### src/rtl/fetch_unit_pkg.sv
`default_nettype none
// ============================================================================
// Module      : fetch_unit_pkg
// Description : Shared definitions for the fetch stage: default widths, reset
//               PC and the fetch FSM state encoding. Reused by decode and ROM.
// Revision    : 1.0 - initial release
// ============================================================================
package fetch_unit_pkg;

    localparam int unsigned     C_ADDR_WIDTH  = 8;
    localparam int unsigned     C_INSTR_WIDTH = 16;
    localparam logic [7:0]      C_RESET_PC    = 8'h00;

    // Fetch sequencing: one BOOT cycle after reset, then RUN until halted.
    typedef enum logic [1:0] {
        ST_BOOT   = 2'd0,
        ST_RUN    = 2'd1,
        ST_HALTED = 2'd2
    } fetch_state_t;

endpackage : fetch_unit_pkg
`default_nettype wire

### src/rtl/fetch_unit_program_counter.sv
`default_nettype none
// ============================================================================
// Module      : fetch_unit_program_counter
// Description : Program counter for the fetch stage. Increments on a load,
//               takes the branch target on a redirect, and keeps a sticky flag
//               recording that an increment rolled over from all-ones to zero.
// Revision    : 1.0 - initial release
// ============================================================================
module fetch_unit_program_counter #(
    parameter int unsigned            ADDR_WIDTH = 8,
    parameter logic [ADDR_WIDTH-1:0]  RESET_PC   = '0
) (
    input  logic                  clk,
    input  logic                  rst_n,
    input  logic                  i_inc,
    input  logic                  i_redirect,
    input  logic [ADDR_WIDTH-1:0] i_target,
    output logic [ADDR_WIDTH-1:0] o_pc,
    output logic                  o_wrapped
);

    logic [ADDR_WIDTH-1:0] r_pc;
    logic                  r_wrapped;

    // PC update: redirect wins over increment; only an increment can wrap,
    // so a branch straight to address zero leaves the flag untouched.
    always_ff @(posedge clk or negedge rst_n) begin
        if (!rst_n) begin
            r_pc      <= RESET_PC;
            r_wrapped <= 1'b0;
        end else if (i_redirect) begin
            r_pc      <= i_target;
        end else if (i_inc) begin
            r_pc      <= r_pc + 1'b1;
            if (r_pc == {ADDR_WIDTH{1'b1}}) begin
                r_wrapped <= 1'b1;
            end
        end
    end

    assign o_pc      = r_pc;
    assign o_wrapped = r_wrapped;

endmodule : fetch_unit_program_counter
`default_nettype wire

### src/rtl/fetch_unit.sv
`default_nettype none
// ============================================================================
// Module      : fetch_unit
// Description : Instruction fetch stage. Drives the ROM address from the PC,
//               captures the returned word into a valid/ready output register
//               for decode, and handles branch redirect, halt and PC wrap.
// Revision    : 1.0 - initial release
// ============================================================================
module fetch_unit
    import fetch_unit_pkg::*;
#(
    parameter int unsigned            ADDR_WIDTH  = C_ADDR_WIDTH,
    parameter int unsigned            INSTR_WIDTH = C_INSTR_WIDTH,
    parameter logic [ADDR_WIDTH-1:0]  RESET_PC    = ADDR_WIDTH'(C_RESET_PC)
) (
    input  logic                   clock,
    input  logic                   reset_n,
    output logic [ADDR_WIDTH-1:0]  rom_address,
    input  logic [INSTR_WIDTH-1:0] rom_data,
    input  logic                   branch_valid,
    input  logic [ADDR_WIDTH-1:0]  branch_target,
    input  logic                   halt,
    output logic                   instr_valid,
    input  logic                   instr_ready,
    output logic [INSTR_WIDTH-1:0] instr,
    output logic [ADDR_WIDTH-1:0]  instr_pc,
    output logic                   pc_wrapped
);

    fetch_state_t           r_state;
    fetch_state_t           w_state_next;
    logic                   w_load;
    logic                   w_redirect;
    logic [ADDR_WIDTH-1:0]  w_pc;

    logic                   r_instr_valid;
    logic [INSTR_WIDTH-1:0] r_instr;
    logic [ADDR_WIDTH-1:0]  r_instr_pc;

    fetch_unit_program_counter #(
        .ADDR_WIDTH (ADDR_WIDTH),
        .RESET_PC   (RESET_PC)
    ) u_pc (
        .clk        (clock),
        .rst_n      (reset_n),
        .i_inc      (w_load),
        .i_redirect (w_redirect),
        .i_target   (branch_target),
        .o_pc       (w_pc),
        .o_wrapped  (pc_wrapped)
    );

    // State register.
    always_ff @(posedge clock or negedge reset_n) begin
        if (!reset_n) begin
            r_state <= ST_BOOT;
        end else begin
            r_state <= w_state_next;
        end
    end

    // Next state plus load/redirect decisions. Branch and halt are ignored
    // in BOOT; a halt suppresses the load on the very edge it is seen.
    always_comb begin
        w_state_next = r_state;
        w_load       = 1'b0;
        w_redirect   = 1'b0;
        case (r_state)
            ST_BOOT: begin
                w_state_next = ST_RUN;
            end
            ST_RUN: begin
                w_redirect = branch_valid;
                w_load     = !branch_valid && !halt
                             && (!r_instr_valid || instr_ready);
                if (halt) begin
                    w_state_next = ST_HALTED;
                end
            end
            ST_HALTED: begin
                w_redirect = branch_valid;
                if (branch_valid && !halt) begin
                    w_state_next = ST_RUN;
                end
            end
            default: begin
                w_state_next = ST_BOOT;
            end
        endcase
    end

    // Output register: a redirect flushes even a stalled word, a load
    // replaces the word, a consume without a load empties the register.
    always_ff @(posedge clock or negedge reset_n) begin
        if (!reset_n) begin
            r_instr_valid <= 1'b0;
            r_instr       <= '0;
            r_instr_pc    <= '0;
        end else if (w_redirect) begin
            r_instr_valid <= 1'b0;
        end else if (w_load) begin
            r_instr_valid <= 1'b1;
            r_instr       <= rom_data;
            r_instr_pc    <= w_pc;
        end else if (r_instr_valid && instr_ready) begin
            r_instr_valid <= 1'b0;
        end
    end

    assign rom_address = w_pc;
    assign instr_valid = r_instr_valid;
    assign instr       = r_instr;
    assign instr_pc    = r_instr_pc;

endmodule : fetch_unit
`default_nettype wire

### config.mk
export PLATFORM = sky130hd
export DESIGN_NAME = fetch_unit
export DESIGN_NICKNAME = d
export VERILOG_FILES = /design/src/rtl/fetch_unit_pkg.sv /design/src/rtl/fetch_unit_program_counter.sv /design/src/rtl/fetch_unit.sv
export SDC_FILE = /design/constraint.sdc
export NUM_CORES = 1
export LEC_CHECK = 0
export ABC_AREA = 1
export CAP_MARGIN = 25
export CORE_MARGIN = 3
export CORE_UTILIZATION = 40
export DETAILED_ROUTE_END_ITERATION = 8
export PLACE_DENSITY = 0.73
export SETUP_SLACK_MARGIN = 0.05
export SYNTH_ARGS = -nofsm -noshare
export SYNTH_HDL_FRONTEND = slang
export SYNTH_HIERARCHICAL = 1
export SYNTH_SLANG_ARGS = --single-unit
export TNS_END_PERCENT = 10
### constraint.sdc
create_clock -name clock -period 2 [get_ports clock]
set_input_delay 0.4 -clock clock [delete_from_list [all_inputs] [get_ports clock]]
set_output_delay 0.4 -clock clock [all_outputs]
set_load 0.02 [all_outputs]
== Word level (Yosys, flattened, before mapping) ==
Index checks and enable logic that the tools add are counted.
Word-level totals
  bits in read-only memories: 0
  bits in latches: 0
  bits of input ports: 29
  register bits: 36
  RAM bits: 0
  memories: 0
Operators by class
  equal/unequal tests: 5
  order comparisons: 0
  div/mod/pow operators: 0
  shift-type cells: 0
  reduce and logical (&&, ||, !) cells: 15
  bitwise operators: 1
  mux-type cells: 10
  $mul: 0
  add/sub/neg operators: 1
Operator list (count)
  $mux W8: 2
  $add A8 B1 Y8 const B: 1
  $eq A8 B8 Y1 const B: 1
  $pmux W2 S3: 1
  $mux W1: 5
  $logic_and A1 B1 Y1: 4
  $mux W2: 2
  $ne A2 B2 Y1 const B: 2
  $reduce_and A2 Y1: 2
  $logic_not A1 Y1: 3
  $reduce_and A3 Y1: 1
  $reduce_bool A3 Y1: 1
  $eq A2 B1 Y1 const B: 1
  $eq A2 B2 Y1 const B: 1
  $logic_not A2 Y1: 1
  $reduce_bool A2 Y1: 1
  $reduce_or A2 Y1: 1
  $logic_or A1 B1 Y1: 1
  $not A1 Y1: 1

== Depth between registers and ports, before layout ==
Gate-level depths: netlist of run 1.
  depth after elaboration: 6
  mapped depth: 12
  depth with buffers taken out: 11

== Hierarchy ==
Netlist of run 1, hierarchy kept.
Modules (own cells, without submodules)
  fetch_unit: sequential area each 675.6 sq um, area an instance 1211.2 sq um, times used 1, cells an instance 133
  fetch_unit_program_counter: sequential area each 225.2 sq um, area an instance 535.5 sq um, times used 1, cells an instance 67

== Worst setup path after synthesis of run 1 ==
Ideal clock, no wire load.
  path type: reg-to-reg
  start point: register r_state[1]
  end point: register u_pc.r_pc[7] (netlist: u_pc/o_pc[7])
  cell stages (with the launch flop): 13
  library setup time: 69 ps
  slack: 431 ps
  data required time: 1931 ps
  arrival: 1500 ps
  period minus slack after synthesis: 1569 ps
  cell sequence: dfrtp_1 -> inv_1 -> ha_1 -> buf_2 -> nand3_4 -> buf_6 -> inv_1 -> nand2_4 -> inv_4 -> nand2_1 -> inv_1 -> nand2_1 -> nand3_1
On the way
  elaborated cells between the ends (all ways): 7
  classes of those cells: eq/ne (2); mux (3); reduce/logical (2)
RTL lines
  from (decl): RTL line fetch_unit.sv:30  | fetch_state_t r_state;
  from (signal assigned): RTL line fetch_unit.sv:58  | r_state <= w_state_next;
  $eq A2 B1 Y1: RTL line fetch_unit.sv:68  | case (r_state)
  $mux W1: RTL line fetch_unit.sv:68
  net w_load: RTL line fetch_unit.sv:32  | logic w_load;
  $reduce_bool A2 Y1 (no source line)
  to (signal assigned): RTL line fetch_unit_program_counter.sv:32  | r_pc <= i_target;
  to (signal assigned): RTL line fetch_unit_program_counter.sv:34  | r_pc <= r_pc + 1'b1;
  to (decl): RTL line fetch_unit_program_counter.sv:22  | logic [ADDR_WIDTH-1:0] r_pc;
The timed path passes the listed nets, and every way through them passes these cells.
A chain may end at the register's enable or synchronous reset.

== Worst setup path after layout of run 1 ==
  start point: register u_pc.r_pc[0] (netlist: u_pc/o_pc[0])
  end point: output port rom_address[0]
RTL lines
  to (decl): RTL line fetch_unit.sv:18  | output logic [ADDR_WIDTH-1:0] rom_address,
No word-level cell between the ends.

==> qor.csv, run 1 <==
metric,value,unit
worst_pin_slew,0.453,ns
powerDensity,1520,nW/um^2
grt_pass1_wl,7300,um
final_cell_mix,"nand2_1 (77), clkdlybuf4s50_1 (61), dfrtp_1 (36)",
crit_end,rom_address[0],
rows,23,
clockBufferDepth,2,
nets,298,
dieArea,5200,um^2
critPathLaunch,u_pc/o_pc[0]$_DFFE_PN0P_,
dr.pass1.iters,4,
crit_buf_inv,1,
drc,0,
reg2regPathDepth,11,
slew_headroom,0.698,
post_cts_buffers,0,
gp_congestion,0.841,
fin_cells,316,
initial_core_util,0.424,
crit_chain,clkdlybuf4s50_1,
synth-compound-area-share,0.0559,
ys_ff_latch,36,
grt_pass1_vias,1625,
io_buffer_count,62,
cts_inserted_buffers,5,
grt_antenna_before_repair,0,
synth_nets,233,
power.leakage,0.00122,uW
ctsHoldBuffers,0,
synthXorXnorAreaFrac,0,
end_kind,output pin,
cts_root_buffer,clkbuf_8,
cp.required,1.60,ns
fp.dieW,72.1,um
clk_pin_slew,0.07,ns
core-area,4120,um^2
rsz0062_at_grt,no,
path_max_fanout,7,
synth_fa_ha_area_frac,0.0287,
clkSinkCount,36,
io_pins,63,
cts_max_level,2,
ant_nets,0,
final_area,2490,um^2
cp_slowest_stage_delay,0.66,ns
synth_top_family_by_area,simple AND/OR/NAND/NOR gates,
clock_latency,0.28,ns
syn_area_per_cell,8.73,um^2
cts_tree,built,
ff2ff_setup_slack,0.47,ns
ys_types,21,
overflow,0,
diodes,0,
yosysSeqAreaShare,0.516,
placed_cells,308,
yosys_warnings,6,
syn_to_final_growth,42.8,%
reg2reg_to,u_pc/o_pc[7]$_DFFE_PN0P_,
syn-instance-count,200,
worstSetupPathType,flip-flop to output pin,
critPathArrivalTime,1.41,ns
drtIter0Drc,113,
status,"complete, no violations",
finalHoldViolCount,0,
drt_wl_total,4260,um
synth-simple-area-share,0.329,
min_path_type,primary input to asynchronous set/reset pin,
cp_slowest_cell,clkdlybuf4s50_1,
via_per_inst,5.14,
die_h,72.1,um
synthMuxAreaShare,0,
r2r_start,r_state[0]$_DFFE_PN0P_,
ir_drop,0.000762,V
fin_ws,0.187,ns
wl_per_cell,13.5,um
synth_area,1750,um^2
layout.cells.most_common,nand2_1,
skew,0.00540,ns
dp_hpwl,2930,um
worst_setup_path_start_kind,flip-flop,
fin_util,0.606,
maxSlewViolCount,0,
drive_above_1_share,0.0827,
setup_viol_count_final,0,
maxCapViolCount,0,
dpl_worst_slack,0.210,ns
finalSetupTns,0,ns
grt_max_degree,37,
finalCritPeriodShare,0.907,
placedInstanceArea,2400,um^2
path_depth,1,
postCtsResizedCells,0,
fmax,0.552,GHz
grt_use_total,0.176,
cp_top_family,buffers and inverters,
finalCriticalPeriod,1.81,ns
vias,1624,
==> per-stage QoR <==
step / total power (uW) / hold WS, ns
2_1_floorplan: 2410 / 0.104
3_3_place_gp: 3240 / 0.453
3_5_place_dp: 3280 / 0.458
4_1_cts: 3820 / 0.162
5_1_grt: 4080 / 0.179
6_report: 3780 / 0.147
==> power by group <==
part / switching, uW / internal [uW]
clock: 249 / 275
sequential: 266 / 1050
combinational: 1070 / 872
==> synthesized netlist by cell type (all sizes together) <==
cell	count	area share
nand2	78	0.17
dfrtp	36	0.52
nand4	24	0.086
inv	14	0.032
nand3	12	0.042
buf	10	0.039
a22oi	6	0.026
nor2	6	0.021
ha	4	0.029
o21bai	4	0.017
o21ai	3	0.0086
nand3b	1	0.0043
o211ai	1	0.0043
or2	1	0.0036
==> flip-flops by register name, indices dropped and copies added (netlist names) <==
signal and count:
instr 16, u_pc/o_pc 8, instr_valid 1, instr_pc 8
r_state 2, u_pc/o_wrapped 1
==> final cells by class <==
| class | instances | area [um^2] |
|---|---|---|
| Tap cell | 50 | 62.6 |
| Clock buffer | 6 | 82.6 |
| Inverter | 14 | 55.1 |
| Fill cell | 390 | 1620 |
| Timing Repair Buffer | 68 | 661 |
| Sequential cell | 36 | 901 |
| Multi-Input combinational cell | 140 | 722 |
| Clock inverter | 2 | 10.0 |
==> metal layers <==
layer	part of all wire	vias to the layer above	GRT usage
li1	-	795	-
met3	0.059	2	0.0443
met2	0.50	51	0.292
met1	0.43	776	0.229
met5	0	-	0
met4	0.0045	0	0.0480
==> how the worst min path moves through the flow <==
stage                                       start                          to  slack [ns]  depth (start not counted)
after global routing                      reset_n  u_pc/o_wrapped$_DFFE_PN0P_        0.18                          2
after floorplan                           reset_n        instr[0]$_DFFE_PN0P_        0.10                          0
after CTS                                 reset_n     instr_pc[3]$_DFFE_PN0P_        0.16                          2
after detailed placement  instr_pc[2]$_DFFE_PN0P_     instr_pc[2]$_DFFE_PN0P_        0.46                          2
final                                     reset_n     instr_pc[4]$_DFFE_PN0P_        0.15                          2
after global placement      instr[11]$_DFFE_PN0P_       instr[11]$_DFFE_PN0P_        0.45                          2
==> logic make-up after synthesis <==
family	Yosys count
buffers and inverters	24
adders and majority gates	4
and+or+nand+nor	122
DFF	36
AOI/OAI and AO/OA	14
(Power assumes the default switching activity.)
==> run 2, diff against run 1 <==
- CAP_MARGIN: 25 -> 20
- CORE_UTILIZATION: 40 -> 30
- CTS_BUF_LIST: not set -> sky130_fd_sc_hd__clkbuf_8
- PLACE_DENSITY: 0.73 -> not set
==> qor.csv, run 2 (same netlist as run 1, synthesis figures left out) <==
metric,value,unit,change
status,"complete, no violations",,unchanged
via_per_inst,4.70,,was 5.14
reg2regPathDepth,7,,was 11
cts_root_buffer,clkbuf_8,,unchanged
critPathArrivalTime,1.42,ns,was 1.41 ns
grt_use_total,0.136,,was 0.176
initial_core_util,0.313,,was 0.424
cp_slowest_stage_delay,0.66,ns,about the same
fmax,0.549,GHz,was 0.552 GHz
finalHoldViolCount,0,,unchanged
crit_chain,clkdlybuf4s50_1,,unchanged
power.leakage,0.00123,uW,was 0.00122 uW
path_depth,1,,unchanged
grt_antenna_before_repair,0,,unchanged
drc,0,,unchanged
clockBufferDepth,2,,unchanged
dp_hpwl,3120,um,was 2930 um
ctsHoldBuffers,0,,unchanged
setup_viol_count_final,0,,unchanged
drive_above_1_share,0.0861,,was 0.0827
placedInstanceArea,2440,um^2,was 2400 um^2
end_kind,output pin,,unchanged
grt_pass1_vias,1572,,was 1625
fin_util,0.457,,was 0.606
postCtsResizedCells,0,,unchanged
clock_latency,0.28,ns,about the same
clkSinkCount,36,,unchanged
drtIter0Drc,111,,was 113
syn_to_final_growth,45.8,%,was 42.8%
crit_buf_inv,1,,unchanged
largest_reg_flops,16,,unchanged
drt_wl_total,4470,um,was 4260 um
cts_max_level,2,,unchanged
final_area,2550,um^2,was 2490 um^2
dr.pass1.iters,4,,unchanged
path_max_fanout,8,,was 7
cts_tree,built,,unchanged
io_buffer_count,62,,unchanged
grt_pass1_wl,7120,um,was 7300 um
die_h,82.3,um,was 72.1 um
overflow,0,,unchanged
clk_pin_slew,0.08,ns,was 0.07 ns
post_cts_buffers,0,,unchanged
finalSetupTns,0,ns,unchanged
ir_drop,0.000565,V,was 0.000762 V
finalCriticalPeriod,1.82,ns,was 1.81 ns
min_path_type,primary input to asynchronous set/reset pin,,unchanged
layout.cells.most_common,nand2_1,,unchanged
maxSlewViolCount,0,,unchanged
worst_setup_path_start_kind,flip-flop,,unchanged
gp_congestion,0.772,,was 0.841
ant_nets,0,,unchanged
nets,299,,was 298
cp_slowest_cell,clkdlybuf4s50_1,,unchanged
rows,27,,was 23
powerDensity,1540,nW/um^2,was 1520 nW/um^2
worst_pin_slew,0.467,ns,was 0.453 ns
io_pins,63,,unchanged
placed_cells,331,,was 308
fp.dieW,82.3,um,was 72.1 um
wl_per_cell,13.2,um,was 13.5 um
dieArea,6770,um^2,was 5200 um^2
maxCapViolCount,0,,unchanged
cp.required,1.60,ns,about the same
fin_cells,339,,was 316
diodes,0,,unchanged
rsz0062_at_grt,no,,unchanged
fillers,549,,was 390
core-area,5570,um^2,was 4120 um^2
cp_top_family,buffers and inverters,,unchanged
cts_inserted_buffers,5,,unchanged
finalCritPeriodShare,0.911,,was 0.907
slew_headroom,0.689,,was 0.698
whs,0.155,ns,was 0.147 ns
vias,1593,,was 1624
skew,0.00524,ns,was 0.00540 ns
final_cell_mix,"nand2_1 (77), clkdlybuf4s50_1 (61), dfrtp_1 (36)",,unchanged
grt_max_degree,37,,unchanged
worstSetupPathType,flip-flop to output pin,,unchanged
run 2: changes by cell type in the layout (fill, tap and decap cells not counted):
cell	delta
clkinvlp_4	+1
clkinv_2	-1
bufinv_16	+1
buf_4	+1
clkbuf_8	-1
run 2: final timing paths:
path	from	end	slack [ns]
max in group asynchronous	reset_n	instr_pc[7]$_DFFE_PN0P_	1.52
worst min-delay path	reset_n	instr[8]$_DFFE_PN0P_	0.15
worst max-delay path	u_pc/o_pc[2]$_DFFE_PN0P_	rom_address[2]	0.18
min in group clock	instr_pc[5]$_DFFE_PN0P_	instr_pc[5]$_DFFE_PN0P_	0.47
worst min register to register	instr_pc[5]$_DFFE_PN0P_	instr_pc[5]$_DFFE_PN0P_	0.47
worst max register to register	r_state[0]$_DFFE_PN0P_	u_pc/o_pc[2]$_DFFE_PN0P_	0.51
run 2: cell type report:
class                   count  area (um^2)  area share
flip-flops and latches     36          901       0.354
multi-input cells         140          722       0.283
repair buffers             69          668       0.262
well taps                  72         90.1      0.0354
clock buffers               5         68.8      0.0270
inverters                  14         55.1      0.0216
clock inverters             3         42.5      0.0167
run 2: report_power, final:
group	switching, uW	internal (uW)
Combinational	1080	889
Sequential	260	1050
Clock	271	369
run 2: stage by stage:
step                setup slack, ns  total power, uW
floorplan                     0.431             2410
global route                  0.105             4210
detailed placement            0.228             3310
finish                        0.179             3920
global placement              0.271             3280
CTS                           0.158             3970
run 2: routing by layer:
metal	routed length [um]	global-route usage	part of all wire
met5	0	0	0
met4	17	0.0316	0.0038
met3	411	0.0401	0.092
met2	2060	0.229	0.46
met1	1980	0.170	0.44
run 2: worst reg2reg max path: stages, from the launching register on:
cell	delay, ns
dfrtp_1	0.37
inv_1	0.07
ha_1	0.30
nand2_1	0.06
inv_1	0.10
buf_4	0.19
a22oi_1	0.18
o21ai_1	0.10
==> run 3, diff against run 2 <==
--- a/config.mk
+++ b/config.mk
@@ -12,4 +12,5 @@
 export CTS_BUF_LIST = sky130_fd_sc_hd__clkbuf_8
 export DETAILED_ROUTE_END_ITERATION = 8
+export GPL_TIMING_DRIVEN = 0
 export SETUP_SLACK_MARGIN = 0.05
 export SYNTH_ARGS = -nofsm -noshare
==> constraint.sdc (replaced) <==
create_clock -name clock -period 2 [get_ports clock]
set_input_delay 0.4 -clock clock [delete_from_list [all_inputs] [get_ports clock]]
set_output_delay 0.4 -clock clock [all_outputs]
set_load 0.01 [all_outputs]
==> qor.csv, run 3 (same netlist as run 1, synthesis figures left out) <==
metric,value,unit,change
dp_hpwl,3180,um,was 3120 um
initial_core_util,0.313,,unchanged
drive_above_1_share,0.100,,was 0.0861
grt_pass1_vias,1612,,was 1572
crit_buf_inv,4,,was 1
rows,27,,unchanged
vias,1589,,was 1593
end_kind,flip-flop,,was output pin
maxCapViolCount,0,,unchanged
io_pins,63,,unchanged
clk_pin_slew,0.08,ns,about the same
drc,0,,unchanged
grt_use_total,0.137,,was 0.136
crit_chain,clkdlybuf4s50_1 > nor2_4 > nand3_4 > buf_6 > inv_1 > nand2_4 > inv_4 > o21ai_0 > o21ai_1,,was clkdlybuf4s50_1
worst_pin_slew,0.811,ns,was 0.467 ns
powerDensity,1400,nW/um^2,was 1540 nW/um^2
path_max_fanout,10,,was 8
critPathArrivalTime,2.02,ns,was 1.42 ns
cp.required,2.20,ns,was 1.60 ns
wl_per_cell,12.8,um,was 13.2 um
clockBufferDepth,2,,unchanged
placedInstanceArea,2450,um^2,was 2440 um^2
cp_slowest_stage_delay,0.49,ns,was 0.66 ns
cp_slowest_cell,clkdlybuf4s50_1,,unchanged
skew,0.00585,ns,was 0.00524 ns
worst_setup_path_start_kind,primary input,,was flip-flop
setup_viol_count_final,0,,unchanged
cts_root_buffer,clkbuf_8,,unchanged
finalCritPeriodShare,0.909,,was 0.911
ir_drop,0.000574,V,was 0.000565 V
cts_max_level,2,,unchanged
dr.pass1.iters,4,,unchanged
ant_nets,0,,unchanged
fmax,0.550,GHz,was 0.549 GHz
gp_congestion,0.764,,was 0.772
syn_to_final_growth,45.6,%,was 45.8%
cts_tree,built,,unchanged
final_area,2540,um^2,was 2550 um^2
rsz0062_at_grt,no,,unchanged
die_h,82.3,um,unchanged
whs,0.205,ns,was 0.155 ns
slew_headroom,0.459,,was 0.689
status,"complete, no violations",,unchanged
largest_reg_flops,16,,unchanged
power.leakage,0.00124,uW,was 0.00123 uW
diodes,0,,unchanged
min_path_type,primary input to asynchronous set/reset pin,,unchanged
clkSinkCount,36,,unchanged
fillers,560,,was 549
grt_max_degree,37,,unchanged
finalHoldViolCount,0,,unchanged
fin_util,0.456,,was 0.457
ctsHoldBuffers,0,,unchanged
final_cell_mix,"nand2_1 (76), clkdlybuf4s50_1 (61), dfrtp_1 (36)",,"was nand2_1 (77), clkdlybuf4s50_1 (61), dfrtp_1 (36)"
worstSetupPathType,primary input to flip-flop,,was flip-flop to output pin
ff_latch_area,901,um^2,unchanged
dieArea,6770,um^2,unchanged
multiInputGateArea,724,um^2,was 722 um^2
io_buffer_count,62,,unchanged
cp_top_family,buffers and inverters,,unchanged
via_per_inst,4.65,,was 4.70
nets,302,,was 299
layout.cells.most_common,nand2_1,,unchanged
totalPowerFinal,3550,uW,was 3920 uW
clock_latency,0.28,ns,about the same
grt_antenna_before_repair,0,,unchanged
drt_wl_total,4380,um,was 4470 um
overflow,0,,unchanged
core-area,5570,um^2,unchanged
drtIter0Drc,102,,was 111
grt_pass1_wl,7180,um,was 7120 um
maxSlewViolCount,0,,unchanged
fp.dieW,82.3,um,unchanged
finalCriticalPeriod,1.82,ns,about the same
cts_inserted_buffers,5,,unchanged
-- run 3: area by class of cell --
| class | instances | share of cell area |
|---|---|---|
| clock buffers | 5 | 0.0271 |
| repair buffers | 62 | 0.242 |
| inverters | 14 | 0.0217 |
| multi-input cells | 140 | 0.285 |
| plain buffers | 10 | 0.0271 |
| well taps | 72 | 0.0354 |
| flip-flops and latches | 36 | 0.354 |
| clock inverters | 3 | 0.00738 |
-- run 3: final timing paths --
kind,to,slack (ns),from,depth (start not counted)
max in group asynchronous,u_pc/o_pc[1]$_DFFE_PN0P_,1.29,reset_n,1
worst min register to register,instr[6]$_DFFE_PN0P_,0.47,instr[6]$_DFFE_PN0P_,2
worst max-delay path,u_pc/o_pc[2]$_DFFE_PN0P_,0.18,branch_valid,9
worst max register to register,u_pc/o_pc[2]$_DFFE_PN0P_,0.24,r_state[1]$_DFFE_PN0P_,10
worst min-delay path,instr[8]$_DFFE_PN0P_,0.20,reset_n,1
min in group clock,instr[6]$_DFFE_PN0P_,0.47,instr[6]$_DFFE_PN0P_,2
-- run 3: through the flow --
stage	setup TNS (ns)	std cells	setup slack (ns)
global route	0	342	0.0814
finish	0	342	0.182
global placement	-13.71	334	-0.365
floorplan	0	200	0.436
CTS	0	342	0.119
detailed placement	-0.905	334	-0.171
-- run 3: report_power, final --
group	internal [uW]	switching [uW]
combinational	889	838
sequential	1050	268
clock	243	265
total	2180	1370
-- run 3: per-layer routing --
metal  vias to the layer above  share of wire  track usage
met2                        48           0.45        0.224
met1                       728           0.48        0.177
met3                         7          0.060       0.0304
met5                         -              0            0
li1                        806              -            -
met4                         0          0.013       0.0498
-- run 3: repair_timing --
item | 4_1_cts | 5_1_grt
endpoints found under the setup margin | 0 | 3
buffers inserted | 0 | 0
gates resized for setup | 0 | 1
